File: src/rtl/huff_feeder_pkg.sv
// Shared constants, state encoding and table-entry helpers for the Huffman feeder.
package huff_feeder_pkg;

    localparam int HUFF_CODE_W  = 8;
    localparam int HUFF_LEN_W   = 4;
    localparam int HUFF_WORD_W  = 32;
    localparam int HUFF_MAX_LEN = 8;
    localparam int HUFF_ACC_W   = 6;

    localparam logic [1:0] ST_RUN   = 2'd0;
    localparam logic [1:0] ST_DRAIN = 2'd1;
    localparam logic [1:0] ST_PAD   = 2'd2;
    localparam logic [1:0] ST_PUSH  = 2'd3;

    typedef enum logic [1:0] {
        S_RUN   = ST_RUN,
        S_DRAIN = ST_DRAIN,
        S_PAD   = ST_PAD,
        S_PUSH  = ST_PUSH
    } huff_state_e;

    typedef struct packed {
        logic [HUFF_CODE_W-1:0] code;
        logic [HUFF_LEN_W-1:0]  len;
    } tbl_entry_t;

    function automatic logic len_ok(input logic [HUFF_LEN_W-1:0] len);
        return (len != '0) && (len <= HUFF_LEN_W'(HUFF_MAX_LEN));
    endfunction

    function automatic logic [HUFF_CODE_W-1:0] code_mask(input logic [HUFF_LEN_W-1:0] len);
        logic [HUFF_CODE_W:0] m;
        m = (HUFF_CODE_W+1)'(1) << len;
        m = m - (HUFF_CODE_W+1)'(1);
        return (len >= HUFF_LEN_W'(HUFF_MAX_LEN)) ? '1 : m[HUFF_CODE_W-1:0];
    endfunction

    // Padding chunk that brings acc toward the word boundary without overshooting it.
    function automatic logic [HUFF_LEN_W-1:0] pad_len(input logic [HUFF_ACC_W-1:0] acc);
        logic [HUFF_ACC_W-1:0] room;
        room = HUFF_ACC_W'(HUFF_WORD_W) - acc;
        return (room >= HUFF_ACC_W'(HUFF_MAX_LEN)) ? HUFF_LEN_W'(HUFF_MAX_LEN) : room[HUFF_LEN_W-1:0];
    endfunction

endpackage

File: src/rtl/huff_feeder_sym_fifo.sv
// Synchronous symbol FIFO; pop on empty is ignored, push on full succeeds only alongside a pop.
module huff_sym_fifo #(
    parameter int DEPTH = 8,
    parameter int WIDTH = 8
) (
    input  logic             clock,
    input  logic             resetn,
    input  logic             push,
    input  logic             pop,
    input  logic [WIDTH-1:0] din,
    output logic [WIDTH-1:0] dout,
    output logic             full,
    output logic             empty
);
    localparam int AW = $clog2(DEPTH);
    localparam logic [AW:0] PTR_ONE = (AW+1)'(1);

    logic [WIDTH-1:0] mem [DEPTH];
    logic [AW:0]      wr_ptr;
    logic [AW:0]      rd_ptr;
    logic             do_push;
    logic             do_pop;

    assign empty   = (wr_ptr == rd_ptr);
    assign full    = (wr_ptr[AW] != rd_ptr[AW]) && (wr_ptr[AW-1:0] == rd_ptr[AW-1:0]);
    assign do_pop  = pop && !empty;
    assign do_push = push && (!full || do_pop);
    assign dout    = mem[rd_ptr[AW-1:0]];

    // NOTE: state registers use non-blocking assignments so every flop samples pre-edge values.
    always_ff @(posedge clock) begin
        if (!resetn) begin
            wr_ptr <= '0;
            rd_ptr <= '0;
        end else begin
            if (do_push) wr_ptr <= wr_ptr + PTR_ONE;
            if (do_pop)  rd_ptr <= rd_ptr + PTR_ONE;
        end
    end

    // NOTE: storage arrays carry no reset; the pointers alone define what is valid.
    always_ff @(posedge clock) begin
        if (do_push) mem[wr_ptr[AW-1:0]] <= din;
    end

endmodule

File: src/rtl/huff_feeder.sv
// Symbol-to-code feeder: FIFO, 256-entry code table, output stage and optional flush FSM.
// Define HUFF_FEEDER_FLUSH_EN to enable end-of-stream padding (DRAIN/PAD/PUSH).
module huff_feeder
    import huff_feeder_pkg::*;
#(
    parameter int FIFO_DEPTH = 8
) (
    input  logic                   clock,
    input  logic                   resetn,
    input  logic [7:0]             s_symbol,
    input  logic                   s_valid,
    output logic                   s_ready,
    input  logic                   tbl_we,
    input  logic [7:0]             tbl_addr,
    input  logic [HUFF_CODE_W-1:0] tbl_code,
    input  logic [HUFF_LEN_W-1:0]  tbl_len,
    input  logic                   flush_req,
    output logic [HUFF_CODE_W-1:0] code,
    output logic [HUFF_LEN_W-1:0]  length,
    output logic                   ce,
    output logic                   flush_done,
    output logic                   err
);

    logic [7:0]             fifo_dout;
    logic                   fifo_full;
    logic                   fifo_empty;
    logic                   push;
    logic                   pop;
    logic [7:0]             addr_q;
    logic                   v1;
    logic                   v2;
    tbl_entry_t             tbl [256];
    tbl_entry_t             entry_q;
    logic                   hit_ok;
    logic                   hit_bad;
    logic [HUFF_CODE_W-1:0] hit_code;
    logic                   emit;
    logic [HUFF_CODE_W-1:0] emit_code;
    logic [HUFF_LEN_W-1:0]  emit_len;

    assign push = s_valid && s_ready;
    assign pop  = !fifo_empty;

    huff_sym_fifo #(.DEPTH(FIFO_DEPTH), .WIDTH(8)) u_fifo (
        .clock  (clock),
        .resetn (resetn),
        .push   (push),
        .pop    (pop),
        .din    (s_symbol),
        .dout   (fifo_dout),
        .full   (fifo_full),
        .empty  (fifo_empty)
    );

    always_ff @(posedge clock) begin
        if (!resetn) begin
            v1     <= 1'b0;
            v2     <= 1'b0;
            addr_q <= '0;
        end else begin
            v1 <= pop;
            v2 <= v1;
            if (pop) addr_q <= fifo_dout;
        end
    end

    // Table survives reset; a same-address write and read returns the old entry.
    always_ff @(posedge clock) begin
        if (tbl_we) tbl[tbl_addr] <= '{code: tbl_code, len: tbl_len};
        entry_q <= tbl[addr_q];
    end

    assign hit_ok   = v2 && len_ok(entry_q.len);
    assign hit_bad  = v2 && !len_ok(entry_q.len);
    assign hit_code = entry_q.code & code_mask(entry_q.len);

`ifdef HUFF_FEEDER_FLUSH_EN
    huff_state_e            state;
    huff_state_e            state_next;
    logic [HUFF_ACC_W-1:0]  acc;
    logic [HUFF_LEN_W-1:0]  pad;
    logic                   drained;
    logic                   done;

    assign s_ready = resetn && !fifo_full && (state == S_RUN);
    assign drained = fifo_empty && !v1 && !v2;
    assign pad     = pad_len(acc);

    always_comb begin
        // NOTE: every combinational output gets a default first, so no path infers a latch.
        state_next = state;
        emit       = 1'b0;
        emit_code  = '0;
        emit_len   = '0;
        done       = 1'b0;
        unique case (state)
            S_RUN: begin
                emit      = hit_ok;
                emit_code = hit_code;
                emit_len  = entry_q.len;
                if (flush_req) state_next = S_DRAIN;
            end
            S_DRAIN: begin
                emit      = hit_ok;
                emit_code = hit_code;
                emit_len  = entry_q.len;
                if (drained) begin
                    if (acc == '0) begin
                        state_next = S_RUN;
                        done       = 1'b1;
                    end else if (acc >= HUFF_ACC_W'(HUFF_WORD_W)) begin
                        state_next = S_PUSH;
                    end else begin
                        state_next = S_PAD;
                    end
                end
            end
            S_PAD: begin
                emit     = 1'b1;
                emit_len = pad;
                if (acc + {2'b00, pad} == HUFF_ACC_W'(HUFF_WORD_W)) state_next = S_PUSH;
            end
            S_PUSH: begin
                emit       = 1'b1;
                done       = 1'b1;
                state_next = S_RUN;
            end
        endcase
    end

    // acc mirrors the downstream coder's bit position within its 32-bit word.
    always_ff @(posedge clock) begin
        if (!resetn) begin
            state      <= S_RUN;
            acc        <= '0;
            flush_done <= 1'b0;
        end else begin
            state      <= state_next;
            flush_done <= done;
            if (state == S_PUSH) begin
                acc <= '0;
            end else if (emit) begin
                if (acc >= HUFF_ACC_W'(HUFF_WORD_W))
                    acc <= acc + {2'b00, emit_len} - HUFF_ACC_W'(HUFF_WORD_W);
                else
                    acc <= acc + {2'b00, emit_len};
            end
        end
    end
`else
    logic unused_flush_req;

    assign unused_flush_req = flush_req;
    assign s_ready          = resetn && !fifo_full;
    assign emit             = hit_ok;
    assign emit_code        = hit_code;
    assign emit_len         = entry_q.len;
    assign flush_done       = 1'b0;
`endif

    always_ff @(posedge clock) begin
        if (!resetn) begin
            ce     <= 1'b0;
            code   <= '0;
            length <= '0;
            err    <= 1'b0;
        end else begin
            ce <= emit;
            if (emit) begin
                code   <= emit_code;
                length <= emit_len;
            end
            if (hit_bad) err <= 1'b1;
        end
    end

endmodule
File: config.mk
export PLATFORM = sky130hd
export DESIGN_NAME = huff_feeder
export DESIGN_NICKNAME = d
export VERILOG_FILES = /design/src/rtl/huff_feeder_pkg.sv /design/src/rtl/huff_feeder_sym_fifo.sv /design/src/rtl/huff_feeder.sv
export SDC_FILE = /design/constraint.sdc
export NUM_CORES = 2
export LEC_CHECK = 0
export BUFFER_PORTS_ARGS = -buffer_cell sky130_fd_sc_hd__buf_2
export CORE_UTILIZATION = 63
export DETAILED_ROUTE_END_ITERATION = 12
export PLACE_DENSITY_LB_ADDON = 0.25
export SYNTH_ARGS = -nofsm -noshare
export SYNTH_HDL_FRONTEND = slang
export SYNTH_SLANG_ARGS = --single-unit
File: constraint.sdc
create_clock -name clock -period 3 [get_ports clock]
set_input_delay 0.15 -clock clock [delete_from_list [all_inputs] [get_ports clock]]
set_output_delay 0.15 -clock clock [all_outputs]
set_load 0.02 [all_outputs]
==> out/metrics.yaml <==
timing:
  final-hold-violation-count: 0
  finClkSkew_ns: 0.0394
  fmax_ghz: 0.333
  slew_violations: 0
  fin_crit_sh_pct: 100
  setup-violations-final: 1
  timing.hold.ws_ns: 0.0305
  relSlewSlack_pct: 18.5
  fin_crit_ns: 3.01
  rsz0062_at_grt: "yes"
  tightest_slew_ns: 1.22
  setup_ws_ns: -0.00738
power_and_ir_drop:
  power_mw: 124
  leakage_nw: 44.1
  ir_drop_uv: 621
  power_density_nw_per_um2: 881
clock_tree:
  cts.clk_slew.worst_paths_ns: 0.06
  cts_sinks: 3180
  root_buffer: "clkbuf_16"
  cts_made_buffers: 325
  h-tree-depth: 5
  clock_latency_ns: 0.94
  clock_path_buffers: 4
  cts_tree: "built"
yosys:
  synth_seq_cells: 3180
  synth.distinct_cells: 62
  ys_seq_area_share_pct: 77.9
  async_flop_share_pct: 0
  synthFlopType: "edfxtp_1"
  synth_enable_flop_cells: 3136
  syn-cell-area_sq_um: 122000
  synth_fp_nets: 5677
  synth_warnings: 0
  syn_inst: 5641
  avgSynthCellArea_sq_um: 21.6
critical_path:
  critPathLaunchType: "flop"
  critPathArrivalTime_ns: 3.83
  timing.rr.end: "emit_len[3]"
  r2r_slack_ns: -0.007
  reg2reg_depth: 9
  endpoint_kind: "flop"
  path_max_fanout: 28
  path_class: "reg -> reg"
  cp_data_required_time_ns: 3.82
  r2r_start: "addr_q[0]"
routing:
  drt_iter0_drc: 9100
  num_vias: 63706
  drtAntennaViolNets: 0
  wl_per_cell_um: 34.4
  wirelength_um: 315000
  first_pass_iters: 6
  vias_per_cell: 6.96
  drc: 0
layout:
  synthToLayoutAreaGrowth_pct: 15.3
  fillers: 10278
  nets: 6423
  final_cell_mix: "3136 x edfxtp_1, 705 x mux4_2, 589 x buf_4"
  multi_input_area_sq_um: 25300
  seq_area_sq_um: 95100
  final_util_pct: 73.1
  drive_gt1_share_pct: 29.8
  final_area_sq_um: 141000
  layout_commonest_cell: "edfxtp_1"
global_routing:
  grt_overflow_total: 0
  track_usage_pct: 32.1
  grt_max_degree: 130
  grt_pass1_wl_um: 445000
  grt_pass1_vias: 63318
  antenna_found_initial: 8
floorplanning:
  die_y_um: 442
  start_util_pct: 63.4
  core-area_sq_um: 192000
  rows: 161
  die_area_sq_um: 195000
  die_x_um: 442
  ios: 49
place:
  dp_hpwl_um: 188000
  port_buffers: 46
  gp_congestion: 0.913
  placedInstanceArea_sq_um: 129000
hold_path:
  hold_path_depth: 2
  hold_path.class: "in -> reg"
  min_from: "s_symbol[7]"
  hold_end: "u_fifo.mem[3][7]"
outcome:
  violations: "negative setup slack"
  status: "complete, but fails checks"
run:
  max_cap_viol_count: 0
[sequential cells by signal, summed over array words and instances, names as in the netlist]
| register | flops |
|---|---|
| tbl | 3072 |
| u_fifo.mem | 64 |
| addr_q | 8 |
| code | 8 |
| entry_q | 8 |
| emit_len | 4 |
| length | 4 |
| u_fifo.rd_ptr | 4 |
| u_fifo.wr_ptr | 4 |
| ce | 1 |
| err | 1 |
| v1 | 1 |
| v2 | 1 |
[area by class of cell]
cell class | instances | share of cell area (%)
Sequential cell | 3180 | 67.6
Multi-Input combinational cell | 2112 | 18.0
Clock buffer | 408 | 6.12
Timing Repair Buffer | 763 | 4.98
Tap cell | 2526 | 2.25
Clock inverter | 156 | 1.01
Inverter | 5 | 0.0134
Antenna cell | 3 | 0.00534
[worst max path at each step]
stage / startpoint / end / slack (ns) / depth (start not counted)
floorplan: u_fifo.rd_ptr[0] / u_fifo.mem[1][0] / 0.57 / 6
global placement: addr_q[0] / entry_q[11] / -0.48 / 9
detailed placement: addr_q[0] / entry_q[11] / -0.56 / 9
CTS: addr_q[0] / entry_q[11] / -0.008 / 9
global route: addr_q[0] / entry_q[4] / -0.06 / 9
finish: addr_q[0] / emit_len[3] / -0.007 / 9
[what timing repair did]
item                       in CTS  in global routing
pin swaps                       9                  6
setup buffers                   4                 10
hold endpoints to repair     1664                  0
hold buffers                   34                  0
cloned                          1                  3
resized for setup              52                 38
setup endpoints to repair      12                 12
[cells in the mapped netlist (3+ instances only)]
| library cell | instances | area share, % |
|---|---|---|
| nand2b_1 | 19 | 0.097 |
| edfxtp_1 | 3136 | 77 |
| mux2i_1 | 159 | 1.3 |
| or2_2 | 7 | 0.036 |
| a31oi_1 | 11 | 0.056 |
| or3_1 | 12 | 0.062 |
| a41oi_1 | 7 | 0.050 |
| buf_4 | 53 | 0.33 |
| mux2_2 | 23 | 0.21 |
| buf_2 | 92 | 0.38 |
| o32ai_1 | 11 | 0.079 |
| dfxtp_1 | 44 | 0.72 |
| a221oi_1 | 40 | 0.29 |
| nand3_1 | 35 | 0.14 |
| nor4_2 | 7 | 0.072 |
| nor4_1 | 24 | 0.12 |
| nand2_1 | 55 | 0.17 |
| nor3b_1 | 5 | 0.031 |
| o22ai_1 | 96 | 0.49 |
| nor2b_1 | 18 | 0.092 |
| a21oi_1 | 133 | 0.55 |
| nand4_1 | 12 | 0.062 |
| and2_1 | 6 | 0.031 |
| clkbuf_1 | 137 | 0.42 |
| o21ai_0 | 49 | 0.20 |
| inv_1 | 3 | 0.0092 |
| xnor2_1 | 3 | 0.022 |
| nor3_1 | 54 | 0.22 |
| xor2_1 | 7 | 0.050 |
| buf_8 | 8 | 0.099 |
| a22oi_1 | 169 | 1.0 |
| nor2_1 | 325 | 1.0 |
| buf_12 | 8 | 0.13 |
| buf_1 | 12 | 0.037 |
| a211oi_1 | 30 | 0.18 |
| a22o_1 | 24 | 0.17 |
| mux4_2 | 705 | 13 |
| o211ai_1 | 3 | 0.018 |
| buf_6 | 32 | 0.30 |
| o21a_1 | 3 | 0.018 |
| ha_1 | 3 | 0.031 |
| o221ai_1 | 30 | 0.22 |
[stage by stage]
stage                     worst slack (ns)  instances  setup TNS [ns]
after global routing               -0.0569       9153          -0.169
after floorplan                      0.570       5641               0
after CTS                         -0.00847       9137         -0.0112
after detailed placement            -0.559       8534           -2.74
final                             -0.00738       9153        -0.00738
after global placement              -0.480       8534           -2.41
[logic make-up (layout without fill, tap and decap cells)]
logic type | Yosys count | after routing | share of synthesized area [%]
AOI/OAI and AO/OA | 621 | 621 | 3.49
xor gates and xnor gates | 10 | 10 | 0.0718
adders and majority gates | 3 | 3 | 0.0308
buffers and inverters | 349 | 1332 | 1.71
DFF | 3180 | 3180 | 77.9
muxes | 887 | 887 | 14.5
other | 1 | 4 | 0.00308
and+or+nand+nor | 590 | 590 | 2.21
[routing by layer]
metal	global-route usage (%)	routed length, um
met1	43.1	109000
met2	51.3	155000
met3	6.48	34400
met4	15.4	16400
met5	0	59
[worst max-delay path: stages, from the launching register on]
cell	delay (ns)
dfxtp_4	0.48
buf_12	0.17
buf_12	0.23
buf_4	0.20
mux4_2	0.51
a22oi_1	0.32
a21oi_1	0.29
nor4_2	0.40
buf_4	0.20
nor4_2	0.05
[power by group]
part / switching [mW] / leakage, nW / total [mW] / internal (mW)
Clock: 16.3 / 4.85 / 38.8 / 22.5
Sequential: 0.496 / 28.6 / 49.6 / 49.1
Combinational: 19.9 / 10.7 / 35.4 / 15.5
No activity file was read; power rests on OpenSTA's default activity.
